### src/rtl/issue_controller_if.sv
// Fetch/execute/writeback bundle for issue_controller, plus read-only debug taps
// (FSM state, scoreboard, inflight count) for checkers.
interface issue_controller_if;
    // Handshakes: a transfer happens on a rising clk edge where valid and ready are both 1.
    // The payload must stay stable while valid=1 and ready=0.
    logic        instr_valid;
    logic [48:0] instr;
    logic        instr_ready;
    logic        issue_valid;
    logic [48:0] issue_instr;
    logic        ex_ready;
    logic        wb_valid;
    logic [4:0]  wb_dst;
    logic        branch_resolved;
    logic        branch_taken;
    logic        flush;
    logic [15:0] stall_cycles;
    logic [1:0]  state_dbg;
    logic [31:0] scoreboard_dbg;
    logic [3:0]  inflight_dbg;

    modport master (
        output instr_valid, instr, ex_ready, wb_valid, wb_dst,
               branch_resolved, branch_taken,
        input  instr_ready, issue_valid, issue_instr, flush, stall_cycles,
               state_dbg, scoreboard_dbg, inflight_dbg
    );

    modport slave (
        input  instr_valid, instr, ex_ready, wb_valid, wb_dst,
               branch_resolved, branch_taken,
        output instr_ready, issue_valid, issue_instr, flush, stall_cycles,
               state_dbg, scoreboard_dbg, inflight_dbg
    );
endinterface

### src/rtl/issue_controller.sv
// Single-slot issue stage with a 32-entry RAW scoreboard and branch resolve/flush FSM.
// Optional macro WB_BYPASS_EN: let a same-cycle writeback clear its hazard before the accept decision.
module issue_controller #(
    parameter int MAX_INFLIGHT = 4,
    parameter int FLUSH_CYCLES = 2
) (
    input  logic                 clk,
    input  logic                 rst,
    issue_controller_if.slave    bus
);

    typedef enum logic [1:0] {
        RUN     = 2'd0,
        BR_WAIT = 2'd1,
        FLUSH   = 2'd2
    } state_t;

    localparam logic [3:0] MAX_INF    = 4'(MAX_INFLIGHT);
    localparam logic [2:0] FLUSH_LAST = 3'(FLUSH_CYCLES - 1);

    state_t      state;
    logic [2:0]  flush_cnt;
    logic        flush_q;
    logic [31:0] scoreboard;
    logic [3:0]  inflight;
    logic        issue_valid_q;
    logic [48:0] issue_instr_q;
    logic [15:0] stall_q;

    logic [4:0]  op;
    logic [1:0]  mode;
    logic [4:0]  src;
    logic [4:0]  dst;
    logic        is_branch;
    logic        is_store;
    logic        writes;
    logic        reads_src;
    logic [31:0] wb_mask;
    logic        wb_dec;
    logic [31:0] sb_view;
    logic [3:0]  inflight_view;
    logic        hazard;
    logic        slot_free;
    logic        ready;
    logic        accept;
    logic        accept_write;
    logic [31:0] sb_next;
    logic [3:0]  inflight_next;

    always_comb begin
        op        = bus.instr[48:44];
        mode      = bus.instr[43:42];
        src       = bus.instr[41:37];
        dst       = bus.instr[36:32];
        is_branch = (op == 5'h10) || (op == 5'h11) || (op == 5'h12);
        is_store  = (op == 5'h02);
        writes    = !is_branch && !is_store;
        reads_src = (mode == 2'b00);
    end

    always_comb begin
        wb_mask = bus.wb_valid ? (32'd1 << bus.wb_dst) : 32'd0;
        wb_dec  = bus.wb_valid && (inflight != 4'd0);
`ifdef WB_BYPASS_EN
        sb_view       = scoreboard & ~wb_mask;
        inflight_view = inflight - {3'b000, wb_dec};
`else
        sb_view       = scoreboard;
        inflight_view = inflight;
`endif
    end

    // dst is always a source operand in this ISA, so a pending write to it blocks issue too.
    always_comb begin
        hazard = sb_view[dst]
              || (reads_src && sb_view[src])
              || (writes && (inflight_view == MAX_INF));
        slot_free    = !issue_valid_q || bus.ex_ready;
        ready        = !rst && (state == RUN) && !hazard && slot_free;
        accept       = bus.instr_valid && ready;
        accept_write = accept && writes;
    end

    // Clear-then-set ordering keeps a freshly accepted write pending when wb hits the same register.
    always_comb begin
        sb_next       = scoreboard & ~wb_mask;
        if (accept_write) begin
            sb_next = sb_next | (32'd1 << dst);
        end
        inflight_next = inflight + {3'b000, accept_write} - {3'b000, wb_dec};
    end

    always_ff @(posedge clk or posedge rst) begin
        if (rst) begin
            state     <= RUN;
            flush_q   <= 1'b0;
            flush_cnt <= 3'd0;
        end else begin
            case (state)
                RUN: begin
                    flush_q <= 1'b0;
                    if (accept && is_branch) begin
                        state <= BR_WAIT;
                    end
                end
                BR_WAIT: begin
                    if (bus.branch_resolved) begin
                        if (bus.branch_taken) begin
                            state     <= FLUSH;
                            flush_q   <= 1'b1;
                            flush_cnt <= FLUSH_LAST;
                        end else begin
                            state <= RUN;
                        end
                    end
                end
                FLUSH: begin
                    if (flush_cnt == 3'd0) begin
                        state   <= RUN;
                        flush_q <= 1'b0;
                    end else begin
                        flush_cnt <= flush_cnt - 3'd1;
                    end
                end
                default: begin
                    state   <= RUN;
                    flush_q <= 1'b0;
                end
            endcase
        end
    end

    // Flush only kills upstream work; the slot and scoreboard belong to older instructions.
    always_ff @(posedge clk or posedge rst) begin
        if (rst) begin
            scoreboard    <= 32'd0;
            inflight      <= 4'd0;
            issue_valid_q <= 1'b0;
            issue_instr_q <= 49'd0;
            stall_q       <= 16'd0;
        end else begin
            scoreboard <= sb_next;
            inflight   <= inflight_next;
            if (accept) begin
                issue_valid_q <= 1'b1;
                issue_instr_q <= bus.instr;
            end else if (bus.ex_ready) begin
                issue_valid_q <= 1'b0;
            end
            if (bus.instr_valid && !ready && (stall_q != 16'hFFFF)) begin
                stall_q <= stall_q + 16'd1;
            end
        end
    end

    assign bus.instr_ready    = ready;
    assign bus.issue_valid    = issue_valid_q;
    assign bus.issue_instr    = issue_instr_q;
    assign bus.flush          = flush_q;
    assign bus.stall_cycles   = stall_q;
    assign bus.state_dbg      = state;
    assign bus.scoreboard_dbg = scoreboard;
    assign bus.inflight_dbg   = inflight;

endmodule
### src/flat_wrapper.sv
// flat-port wrapper written by rule: the top's interface ports become plain ports
module issue_controller_flat 
#(
    parameter int MAX_INFLIGHT = 4,
    parameter int FLUSH_CYCLES = 2
)
  (clk, rst, bus_instr_valid, bus_instr, bus_ex_ready, bus_wb_valid, bus_wb_dst, bus_branch_resolved, bus_branch_taken, bus_instr_ready, bus_issue_valid, bus_issue_instr, bus_flush, bus_stall_cycles, bus_state_dbg, bus_scoreboard_dbg, bus_inflight_dbg);
  issue_controller_if bus_i ();
  input  logic clk;
  input  logic rst;
  input wire logic [$bits(bus_i.instr_valid)-1:0] bus_instr_valid;
  input wire logic [$bits(bus_i.instr)-1:0] bus_instr;
  input wire logic [$bits(bus_i.ex_ready)-1:0] bus_ex_ready;
  input wire logic [$bits(bus_i.wb_valid)-1:0] bus_wb_valid;
  input wire logic [$bits(bus_i.wb_dst)-1:0] bus_wb_dst;
  input wire logic [$bits(bus_i.branch_resolved)-1:0] bus_branch_resolved;
  input wire logic [$bits(bus_i.branch_taken)-1:0] bus_branch_taken;
  output wire logic [$bits(bus_i.instr_ready)-1:0] bus_instr_ready;
  output wire logic [$bits(bus_i.issue_valid)-1:0] bus_issue_valid;
  output wire logic [$bits(bus_i.issue_instr)-1:0] bus_issue_instr;
  output wire logic [$bits(bus_i.flush)-1:0] bus_flush;
  output wire logic [$bits(bus_i.stall_cycles)-1:0] bus_stall_cycles;
  output wire logic [$bits(bus_i.state_dbg)-1:0] bus_state_dbg;
  output wire logic [$bits(bus_i.scoreboard_dbg)-1:0] bus_scoreboard_dbg;
  output wire logic [$bits(bus_i.inflight_dbg)-1:0] bus_inflight_dbg;
  assign bus_i.instr_valid = bus_instr_valid;
  assign bus_i.instr = bus_instr;
  assign bus_i.ex_ready = bus_ex_ready;
  assign bus_i.wb_valid = bus_wb_valid;
  assign bus_i.wb_dst = bus_wb_dst;
  assign bus_i.branch_resolved = bus_branch_resolved;
  assign bus_i.branch_taken = bus_branch_taken;
  assign bus_instr_ready = bus_i.instr_ready;
  assign bus_issue_valid = bus_i.issue_valid;
  assign bus_issue_instr = bus_i.issue_instr;
  assign bus_flush = bus_i.flush;
  assign bus_stall_cycles = bus_i.stall_cycles;
  assign bus_state_dbg = bus_i.state_dbg;
  assign bus_scoreboard_dbg = bus_i.scoreboard_dbg;
  assign bus_inflight_dbg = bus_i.inflight_dbg;
  issue_controller #(.MAX_INFLIGHT(MAX_INFLIGHT), .FLUSH_CYCLES(FLUSH_CYCLES)) u_core (.clk(clk), .rst(rst), .bus(bus_i));
endmodule
### config.mk
export PLATFORM = sky130hd
export DESIGN_NAME = issue_controller_flat
export DESIGN_NICKNAME = d
export VERILOG_FILES = /design/src/rtl/issue_controller_if.sv /design/src/rtl/issue_controller.sv /design/src/flat_wrapper.sv
export SDC_FILE = /design/constraint.sdc
export NUM_CORES = 1
export LEC_CHECK = 0
export ABC_AREA = 0
export CAP_MARGIN = 20
export CORE_MARGIN = 3
export CORE_UTILIZATION = 35
export DETAILED_ROUTE_END_ITERATION = 8
export PLACE_DENSITY = 0.58
export SYNTH_ARGS = -nofsm -noshare
export SYNTH_HDL_FRONTEND = slang
export SYNTH_SLANG_ARGS = --single-unit
### constraint.sdc
create_clock -name clk -period 9.1 [get_ports clk]
set_clock_uncertainty 0.1 [all_clocks]
set_input_delay 1.82 -clock clk [delete_from_list [all_inputs] [get_ports clk]]
set_output_delay 1.82 -clock clk [all_outputs]
set_load 0.01 [all_outputs]
* After elaboration in Yosys (flattened, before gate mapping)
Index checks and enable logic that the tools add are counted.
Operators by class: mux-type cells 21, equality and inequality tests 13, $lt $le $gt $ge 2, bitwise logic cells 3, shift operators 2, reduce and logical (&&, ||, !) cells 32, add/sub/neg operators 4
Operators by type and width (count):
- $mux W32 | 2
- $shl A1 B5 Y32 const A | 2
- $and A32 B32 Y32 | 1
- $not A32 Y32 | 1
- $or A32 B32 Y32 | 1
- $add A16 B1 Y16 const B | 1
- $ne A16 B16 Y1 const B | 1
- $eq A5 B5 Y1 const B | 3
- $logic_and A1 B1 Y1 | 12
- $lt A5 B6 Y1 const B | 2
- $bmux W1 S5 | 2
- $mux W3 | 3
- $mux W2 | 4
- $ne A2 B2 Y1 const B | 4
- $mux W1 | 7
- $logic_not A1 Y1 | 6
- $pmux W2 S3 | 1
- $pmux W3 S2 | 1
- $reduce_and A3 Y1 | 2
- $eq A5 B2 Y1 const B | 1
- $logic_or A1 B1 Y1 | 5
- $add A4 B1 Y4 | 1
- $eq A4 B3 Y1 const B | 1
- $logic_not A2 Y1 | 2
- other kinds (10) | 11
Word-level totals: flip-flop bits (word level) 108, logic and storage cells 85, input port bits 61, output and inout port bits 106

* Longest topological paths before layout
Gate-level depths: netlist (run 1).
depth after elaboration 14, mapped depth 14, depth with buffers taken out 12

* Least setup slack after synthesis (run 1)
OpenSTA, ideal clock, no wires.
path type input port to output port, from input bus_instr[38], to output bus_instr_ready, buffers on the path 2, slack 3818 ps, data required time 7180 ps, data arrival time 3362 ps, stages on the path 6, cells stage by stage buf_4 > mux4_2 > mux4_2 > nor2_1 > o31a_4 > buf_6
Between the ends: longest elaborated chain between the ends 8
RTL lines:
- start, declared | RTL line flat_wrapper.sv:12 | input wire logic [$bits(bus_i.instr)-1:0] bus_instr;
- $bmux W1 S5 | RTL line issue_controller.sv:76 | || (reads_src && sb_view[src])
- $mux W1 (implied by the code) | RTL line issue_controller.sv:76
- $logic_and A1 B1 Y1 | RTL line issue_controller.sv:76
- $logic_or A1 B1 Y1 | RTL line issue_controller.sv:76
- $logic_or A1 B1 Y1 | RTL line issue_controller.sv:77 | || (writes && (inflight_view == MAX_INF));
- $logic_not A1 Y1 | RTL line issue_controller.sv:79 | ready = !rst && (state == RUN) && !hazard && slot_free;
- $logic_and A1 B1 Y1 (2 in series) | RTL line issue_controller.sv:79
- end, declared | RTL line flat_wrapper.sv:18 | output wire logic [$bits(bus_i.instr_ready)-1:0] bus_instr_ready;
No other way between the ends. The select of a mux whose other input is x is not followed.

* Final worst setup path (run 1)
from input bus_instr[32], to output bus_instr_ready
Between the ends: longest elaborated chain between the ends 7
RTL lines:
- $bmux W1 S5 | RTL line issue_controller.sv:75 | hazard = sb_view[dst]
- $mux W1 (implied by the code) | RTL line issue_controller.sv:75
- $logic_or A1 B1 Y1 | RTL line issue_controller.sv:76
- $logic_or A1 B1 Y1 | RTL line issue_controller.sv:77
- $logic_not A1 Y1 | RTL line issue_controller.sv:79
- $logic_and A1 B1 Y1 (2 in series) | RTL line issue_controller.sv:79
No other way between the ends. The select of a mux whose other input is x is not followed.

==> flow_summary.toml, run 1 <==
[status]
status = "finished, final reports clean"

[floorplanning]
die_h_um = 132
rows = 45
io_pins = 167
die_w_um = 132
start_util_pct = 36.2
core_area_mm2 = 0.0154
die_area_mm2 = 0.0175

[yosys]
postSynthCellCount = 428
synth_compound_area_share_pct = 15.4
ys_warn_count = 0
synthMuxAreaShare_pct = 17.7
ys_seq_area_share_pct = 48.4
synth-xor-area-share_pct = 2.51
synth_area_mm2 = 0.00558
ys_seq_elements = 108
ys_types = 49
synth_top_family_by_area = "multiplexers"
synth_fp_nets = 499
synth_flop_cell = "dfrtp_1"
yosys.area_share.simple_pct = 9.57
synth_enable_flop_cells = 0
async_flop_share_pct = 100
syn_area_per_cell_um2 = 13.0
synthAdderAreaFrac_pct = 2.38

[cells_and_area]
nNetsFinal = 650
layout_commonest_cell = "clkdlybuf4s50_1"
syn_to_final_growth_pct = 37.9
drive_above_1_share_pct = 17.6
final_cell_mix = "clkdlybuf4s50_1, dfrtp_1, o41ai_2"
diodes = 0

[global_routing]
gr-total-overflow = 0
antenna_found_initial = 0
first_global_vias = 4529
grt_max_degree = 69
grt_pass1_wl_mm = 25.8
grt_util_all_layers_pct = 18.7

[timing]
period_minus_slack_ns = 6.64
fmax_ghz = 0.150
slew_headroom_pct = 37.1
tightest_slew_ns = 0.944
setup_slack_ns = 2.46
setup_tns_ns = 0
setup_violations = 0
finalHoldViolCount = 0
min_period_over_period_pct = 73.0
drv_slew = 0
rsz0062_at_grt = "no"

[cts]
htreeDepth = 3
post_cts_buffers = 0
clockBufferDepth = 2
cts_sinks = 108
numCtsBuffers = 9
cts_tree = "yes"
cts_resized = 0
insertion_delay_ns = 0.36
postCtsHoldBufs = 0
clk_pin_slew_ns = 0.07
cts_root_buf = "clkbuf_16"

[routing]
vias = 4277
dr.pass1.iters = 4
viasPerCell = 5.38
postRouteAntennaNets = 0
drc = 0
first_iter_violations = 216
wl_per_cell_um = 20.2
finalWirelength_mm = 16.1

[critical_path]
worstPathRequired_ns = 7.18
critPathLaunchType = "primary input"
worstPathArrival_ns = 4.72
crit_type = "in -> out"
critPathCaptureType = "output port"
crit_fanout = 17

[power_and_ir_drop]
p_total_mw = 2.01
leakage_nw = 3.19
p_per_area_mw_per_mm2 = 261
ir_drop_mv = 0.120

[placement]
dp_hpwl_mm = 11.5
gp_congestion = 0.897
io_buffers = 166
pre_cts_slack_ns = 2.43

[run]
drv_cap = 0

[worst_hold_path]
hp-class = "reg -> reg"
-- final cells by class --
| class | count | area [um^2] |
|---|---|---|
| fill | 1386 | 7730 |
| sequential | 108 | 2700 |
| multi-input combinational | 277 | 2670 |
| timing repair buffer | 169 | 1680 |
| tap | 211 | 264 |
| clock buffer | 12 | 246 |
| clock inverter | 4 | 72.6 |
| inverter | 14 | 55.1 |
-- logic make-up after synthesis --
kind of cell               Yosys count
muxes                               71
xor gates and xnor gates            16
AOI/OAI and AO/OA                   86
adders and majority gates           10
DFF                                108
and+or+nand+nor                     94
buffers and inverters               43
-- per-layer routing --
| metal | track usage [%] | wire, um | vias to the layer above |
|---|---|---|---|
| li1 | - | - | 1921 |
| met1 | 24.4 | 6720 | 2154 |
| met2 | 30.5 | 7850 | 171 |
| met3 | 3.74 | 1080 | 31 |
| met4 | 7.68 | 449 | 0 |
| met5 | 0 | 0 | - |
-- state kept, by name, indices dropped and copies added, names as in the netlist --
name	cells
u_core.bus.issue_valid	1
u_core.bus.issue_instr	49
u_core.bus.inflight_dbg	4
u_core.bus.state_dbg	2
u_core.bus.flush	1
u_core.bus.stall_cycles	16
u_core.flush_cnt	3
u_core.bus.scoreboard_dbg	32
-- stage by stage --
stage	hold slack (ns)	cells	util, %	instance area [um^2]
3_5_place_dp	0.374	779	47.8	7380
3_3_place_gp	0.371	779	47.8	7380
6_report	0.388	795	49.9	7700
2_1_floorplan	0.347	428	-	5580
4_1_cts	0.383	795	49.9	7700
5_1_grt	0.394	795	49.9	7700
-- cell usage after synthesis, drive strengths merged (10+ instances only) --
| cell type | number | area (um^2) |
|---|---|---|
| dfrtp | 108 | 2700 |
| mux2 | 51 | 574 |
| o41ai | 36 | 556 |
| o21ai | 26 | 130 |
| nand2 | 23 | 88.8 |
| mux4 | 17 | 383 |
| buf | 16 | 121 |
| xor2 | 15 | 131 |
| inv | 14 | 52.6 |
| clkbuf | 13 | 50.0 |
| nand3 | 12 | 60.1 |
| nand2b | 10 | 62.6 |
| nor2 | 10 | 37.5 |
-- critical path, cell delays in order --
cell	delay (ns)
clkdlybuf4s50_1	0.94
mux4_2	0.58
mux2i_1	0.18
a31oi_1	0.12
a21oi_1	0.20
o31a_4	0.30
clkdlybuf4s50_1	0.58
-- power by group --
| part | internal (mW) | switching, mW | total [mW] |
|---|---|---|---|
| combinational | 0.472 | 0.334 | 0.805 |
| sequential | 0.650 | 0.123 | 0.773 |
| clock | 0.249 | 0.182 | 0.430 |
| total | 1.37 | 0.639 | 2.01 |
-- final timing paths --
kind	end	startpoint	depth (start not counted)	slack (ns)
hold reg to reg	u_core.bus.stall_cycles[5]$_DFFE_PP0P_	u_core.bus.stall_cycles[5]$_DFFE_PP0P_	1	0.39
setup reg to reg	u_core.bus.issue_instr[34]$_DFFE_PP0N_	u_core.bus.scoreboard_dbg[18]$_DFF_PP0_	7	5.71
max in group asynchronous	u_core.bus.scoreboard_dbg[8]$_DFF_PP0_	rst	3	5.84
setup / recovery	bus_instr_ready	bus_instr[32]	7	2.46
hold / removal	u_core.bus.stall_cycles[5]$_DFFE_PP0P_	u_core.bus.stall_cycles[5]$_DFFE_PP0P_	1	0.39
min in group asynchronous	u_core.bus.issue_valid$_DFFE_PP0P_	rst	2	1.79
(Power assumes the default switching activity.)
==> inputs of run 2 (changes only) <==
- PLACE_DENSITY: 0.58 -> 0.61
- clock period: 9.1 -> 5.65 ns (I/O delays scaled with it)
==> run 2 against run 1 <==
Net effect: register-to-register slack worse by 3.0 ns; sequential power rose by 62%; power is 58% higher; critical path depth unchanged; via count shrank 0.79%; highest routed layer unchanged; die area unchanged; global-route usage hardly changed; combinational power increased by 63%; critical path type unchanged.
==> flow_summary.toml, run 2 (synthesis gave the netlist of run 1 again) <==
[status]
status = "finished, final reports clean"

[power_and_ir_drop]
p_per_area_mw_per_mm2 = 413
ir_drop_mv = 0.255
comb_power_share_pct = 41.1
switching_power_mw = 1.05
switching_share_pct = 33.1
seq_power_share_pct = 39.3
leakage_nw = 3.20
clkPwrFrac_pct = 19.6
p_int_mw = 2.13

[cts]
cts_root_buf = "clkbuf_16"
clockBufferDepth = 2
cts_tree = "yes"
cts_sinks = 108
cts_resized = 0
numCtsBuffers = 9
htreeDepth = 3
postCtsHoldBufs = 0
post_cts_buffers = 0
clk_pin_slew_ns = 0.07
insertion_delay_ns = 0.36

[global_routing]
grt_use_met3_pct = 4.62
grt_use_met1_pct = 23.4
gr-total-overflow = 0
grt_use_met2_pct = 30.6
grt_busiest_layer = "met2"
grt_util_all_layers_pct = 18.7
grt_max_degree = 68
grt_pass1_wl_mm = 25.7
first_global_vias = 4464
antenna_found_initial = 0

[critical_path]
critPathCaptureType = "output port"
regToRegSetupSlack_ns = 2.69
worstPathRequired_ns = 4.42
critPathLaunchType = "primary input"
crit_fanout = 17
r2r_cells = 10
crit_type = "in -> out"
r2r_end = "u_core.bus.inflight_dbg[2]$_DFF_PP0_"
reg2reg_from = "u_core.bus.scoreboard_dbg[11]$_DFF_PP0_"
worstPathArrival_ns = 3.76

[timing]
finalHoldViolCount = 0
period_minus_slack_ns = 4.99
slew_headroom_pct = 43.5
min_period_over_period_pct = 88.4
setup_tns_ns = 0
drv_slew = 0
rsz0062_at_grt = "no"
setup_violations = 0
fmax_ghz = 0.200
hold_slack_ns = 0.394
tightest_slew_ns = 0.847

[cells_and_area]
nFillCells = 1411
diodes = 0
layout_commonest_cell = "clkdlybuf4s50_1"
multi_input_area_mm2 = 0.00267
register_area_mm2 = 0.00270
syn_to_final_growth_pct = 37.9
nNetsFinal = 653
drive_above_1_share_pct = 18.4
largest_reg_flops = 49
final_cell_mix = "clkdlybuf4s50_1, dfrtp_1, o41ai_2"

[placement]
dp_hpwl_mm = 11.9
gp_congestion = 0.878
io_buffers = 166

[routing]
finalWirelength_mm = 16.0
viasPerCell = 5.32
wl_per_cell_um = 20.0
postRouteAntennaNets = 0
dr.pass1.iters = 5
vias = 4243
drc = 0
first_iter_violations = 271

[floorplanning]
die_h_um = 132
die_w_um = 132
core_area_mm2 = 0.0154
start_util_pct = 36.2
io_pins = 167
rows = 45
die_area_mm2 = 0.0175

[run]
drv_cap = 0

[worst_hold_path]
min-delay-start = "u_core.flush_cnt[2]$_DFFE_PP0P_"
hp-class = "reg -> reg"
holdPathEnd = "u_core.flush_cnt[2]$_DFFE_PP0P_"
holdPathStages = 1
-- run 2: changes by cell type in the layout (fill, tap and decap cells not counted) --
cell	change
bufinv_16	-2
clkbuf_1	-2
clkinv_2	+1
inv_6	+2
inv_8	+1
buf_4	+2
buf_12	+1
-- run 2: power groups by stage --
stage | clock (mW) | combinational [mW] | sequential (mW)
after detailed placement | 0 | 1.32 | 1.27
after global routing | 0.678 | 1.41 | 1.29
after global placement | 0 | 1.30 | 1.26
after floorplan | 0 | 0.490 | 1.34
final | 0.622 | 1.31 | 1.25
after CTS | 0.649 | 1.33 | 1.25
-- run 2: through the flow --
| step | std cells | worst slack, ns | util [%] | power (mW) | cell area, um^2 |
|---|---|---|---|---|---|
| final | 798 | 0.656 | 49.9 | 3.18 | 7700 |
| after global routing | 798 | 0.514 | 49.9 | 3.38 | 7700 |
| after CTS | 798 | 0.639 | 49.9 | 3.24 | 7700 |
| after detailed placement | 782 | 0.639 | 48.1 | 2.59 | 7410 |
| after global placement | 782 | 0.672 | 48.1 | 2.56 | 7410 |
| after floorplan | 428 | 1.57 | - | 1.83 | 5580 |
-- run 2: worst max-delay path by stage --
stage                  start                      endpoint
2_1_floorplan            rst  u_core.bus.flush$_DFFE_PP0P_
3_3_place_gp   bus_instr[38]               bus_instr_ready
3_5_place_dp   bus_instr[38]               bus_instr_ready
4_1_cts        bus_instr[38]               bus_instr_ready
5_1_grt        bus_instr[38]               bus_instr_ready
6_report       bus_instr[35]               bus_instr_ready
-- run 2: cell type report --
class,instances,area share (%)
sequential,108,35.1
multi-input combinational,277,34.7
clock inverter,6,0.601
timing repair buffer,172,22.3
tap,211,3.43
clock buffer,10,3.10
inverter,14,0.715
-- run 2: routing by layer --
metal	share of wire, %	wire length, um
met1	40	6410
met2	50	8040
met3	6.9	1100
met4	2.7	439
met5	0	0
-- run 2: critical path: stages --
cell and delay [ns]:
clkdlybuf4s50_1 0.69, or3b_2 0.59, o22ai_1 0.22, nor2_1 0.06, a21oi_1 0.18, o31a_4 0.31
clkdlybuf4s50_1 0.58
==> inputs of run 3 (changes only) <==
- PLACE_DENSITY: 0.61 -> 0.58
- clock period: 5.65 -> 5.1 ns (I/O delays scaled with it)
==> run 3 against run 2 <==
Net effect: via count up 1.2%; sequential share of layout area down 0.24 points; combinational power up 9.9%; sequential cell count unchanged; die area unchanged; critical endpoint unchanged; largest cell class unchanged.
==> flow_summary.toml, run 3 (synthesis gave the netlist of run 1 again) <==
[placement]
pre_cts_slack_ns = 0.481
place_inst = 786
dp_hpwl_mm = 11.9
gp_congestion = 0.880
io_buffers = 166

[timing]
rsz0062_at_grt = "no"
setup_tns_ns = 0
drv_slew = 0
setup_violations = 0
tightest_slew_ns = 0.840
finalHoldViolCount = 0
fmax_ghz = 0.216
setup_slack_ns = 0.478
min_period_over_period_pct = 90.6
hold_slack_ns = 0.390
period_minus_slack_ns = 4.62
slew_headroom_pct = 44.0

[cts]
numCtsBuffers = 9
cts_sinks = 108
cts_resized = 0
cts_tree = "yes"
insertion_delay_ns = 0.35
post_cts_buffers = 0
cts_root_buf = "clkbuf_16"
htreeDepth = 3
postCtsHoldBufs = 0
clk_pin_slew_ns = 0.07
clockBufferDepth = 2

[critical_path]
critPathLaunchType = "primary input"
cp_slowest_stage_delay_ns = 0.65
worstPathArrival_ns = 3.50
path_delay_family = "buffers and inverters"
worstPathRequired_ns = 3.98
regToRegSetupSlack_ns = 1.99
critPathCaptureType = "output port"
path_buf_inv = 2
crit_slowest_cell = "clkdlybuf4s50_1"
cp_cell_sequence = "clkdlybuf4s50_1, mux4_2, mux4_2, nor2_1, o31a_4, clkdlybuf4s50_1"
crit_fanout = 5
crit_type = "in -> out"

[power_and_ir_drop]
p_int_mw = 2.42
p_total_mw = 3.57
switching_power_mw = 1.15
clkPwrFrac_pct = 20.5
comb_power_share_pct = 40.4
leakage_nw = 3.23
seq_power_share_pct = 39.1
ir_drop_mv = 0.273
p_per_area_mw_per_mm2 = 460
switching_share_pct = 32.2

[floorplanning]
io_pins = 167
die_h_um = 132
die_w_um = 132
start_util_pct = 36.2
die_area_mm2 = 0.0175
rows = 45
core_area_mm2 = 0.0154

[global_routing]
first_global_vias = 4588
grt_util_all_layers_pct = 18.6
grt_pass1_wl_mm = 25.8
antenna_found_initial = 0
gr-total-overflow = 0
grt_max_degree = 84

[routing]
first_iter_violations = 233
postRouteAntennaNets = 0
drc = 0
wl_per_cell_um = 20.1
finalWirelength_mm = 16.1
viasPerCell = 5.36
dr.pass1.iters = 4
vias = 4294

[worst_hold_path]
hp-class = "reg -> reg"

[cells_and_area]
stdcell_count = 801
drive_above_1_share_pct = 18.8
nNetsFinal = 657
syn_to_final_growth_pct = 38.9
layout_commonest_cell = "clkdlybuf4s50_1"
final_cell_mix = "clkdlybuf4s50_1, dfrtp_1, o41ai_2"
diodes = 0
largest_reg_flops = 49

[status]
status = "finished, final reports clean"

[run]
drv_cap = 0
==> run 3: changes by cell type in the layout (fill, tap and decap cells not counted), sizes merged <==
cell / change
clkinv: -2
buf: +4
bufinv: +1
inv: -1
clkbuf: +1
==> run 3: final cells by class <==
cell class / instances / area, um^2
clock buffer: 11 / 253
tap: 211 / 264
clock inverter: 4 / 55.1
fill: 1394 / 7670
inverter: 14 / 55.1
sequential: 108 / 2700
multi-input combinational: 277 / 2670
timing repair buffer: 176 / 1750
==> run 3: worst paths after layout <==
check,start,end,depth (start not counted)
max in group asynchronous,rst,u_core.bus.issue_instr[27]$_DFFE_PP0N_,3
min reg2reg,u_core.flush_cnt[2]$_DFFE_PP0P_,u_core.flush_cnt[2]$_DFFE_PP0P_,1
max reg2reg,u_core.bus.scoreboard_dbg[1]$_DFF_PP0_,u_core.bus.inflight_dbg[2]$_DFF_PP0_,11
min,u_core.flush_cnt[2]$_DFFE_PP0P_,u_core.flush_cnt[2]$_DFFE_PP0P_,1
min in group asynchronous,rst,u_core.flush_cnt[1]$_DFFE_PP0P_,2
max,bus_instr[38],bus_instr_ready,6
==> run 3: worst reg2reg max path, stage by stage, from the launching register on <==
cell and delay, ns:
dfrtp_1 0.45, mux4_2 0.48, mux4_2 0.47, nor2_1 0.13
o31a_4 0.15, buf_4 0.22, nand2_4 0.11, nor2_1 0.12
ha_1 0.18, inv_1 0.06, fa_1 0.39, xnor2_1 0.13
==> run 3: per-layer routing <==
layer  up-vias  wire length [um]  global-route usage [%]
li1       1933                 -                       -
met1      2182              6790                    23.9
met2       153              7980                    31.1
met3        26               970                    4.89
met4         0               343                    5.60
met5         -                 0                       0
==> run 3: metrics by stage <==
stage          utilization [%]  area [um^2]
3_5_place_dp              48.3         7440
2_1_floorplan                -         5580
6_report                  50.3         7750
4_1_cts                   50.3         7750
3_3_place_gp              48.3         7440
5_1_grt                   50.3         7750
==> run 3: power groups by stage <==
| stage | logic, mW | registers (mW) | clock network (mW) |
|---|---|---|---|
| after CTS | 1.46 | 1.40 | 0.756 |
| after global routing | 1.55 | 1.44 | 0.788 |
| after floorplan | 0.542 | 1.49 | 0 |
| final | 1.44 | 1.40 | 0.731 |
| after detailed placement | 1.46 | 1.41 | 0 |
| after global placement | 1.44 | 1.40 | 0 |
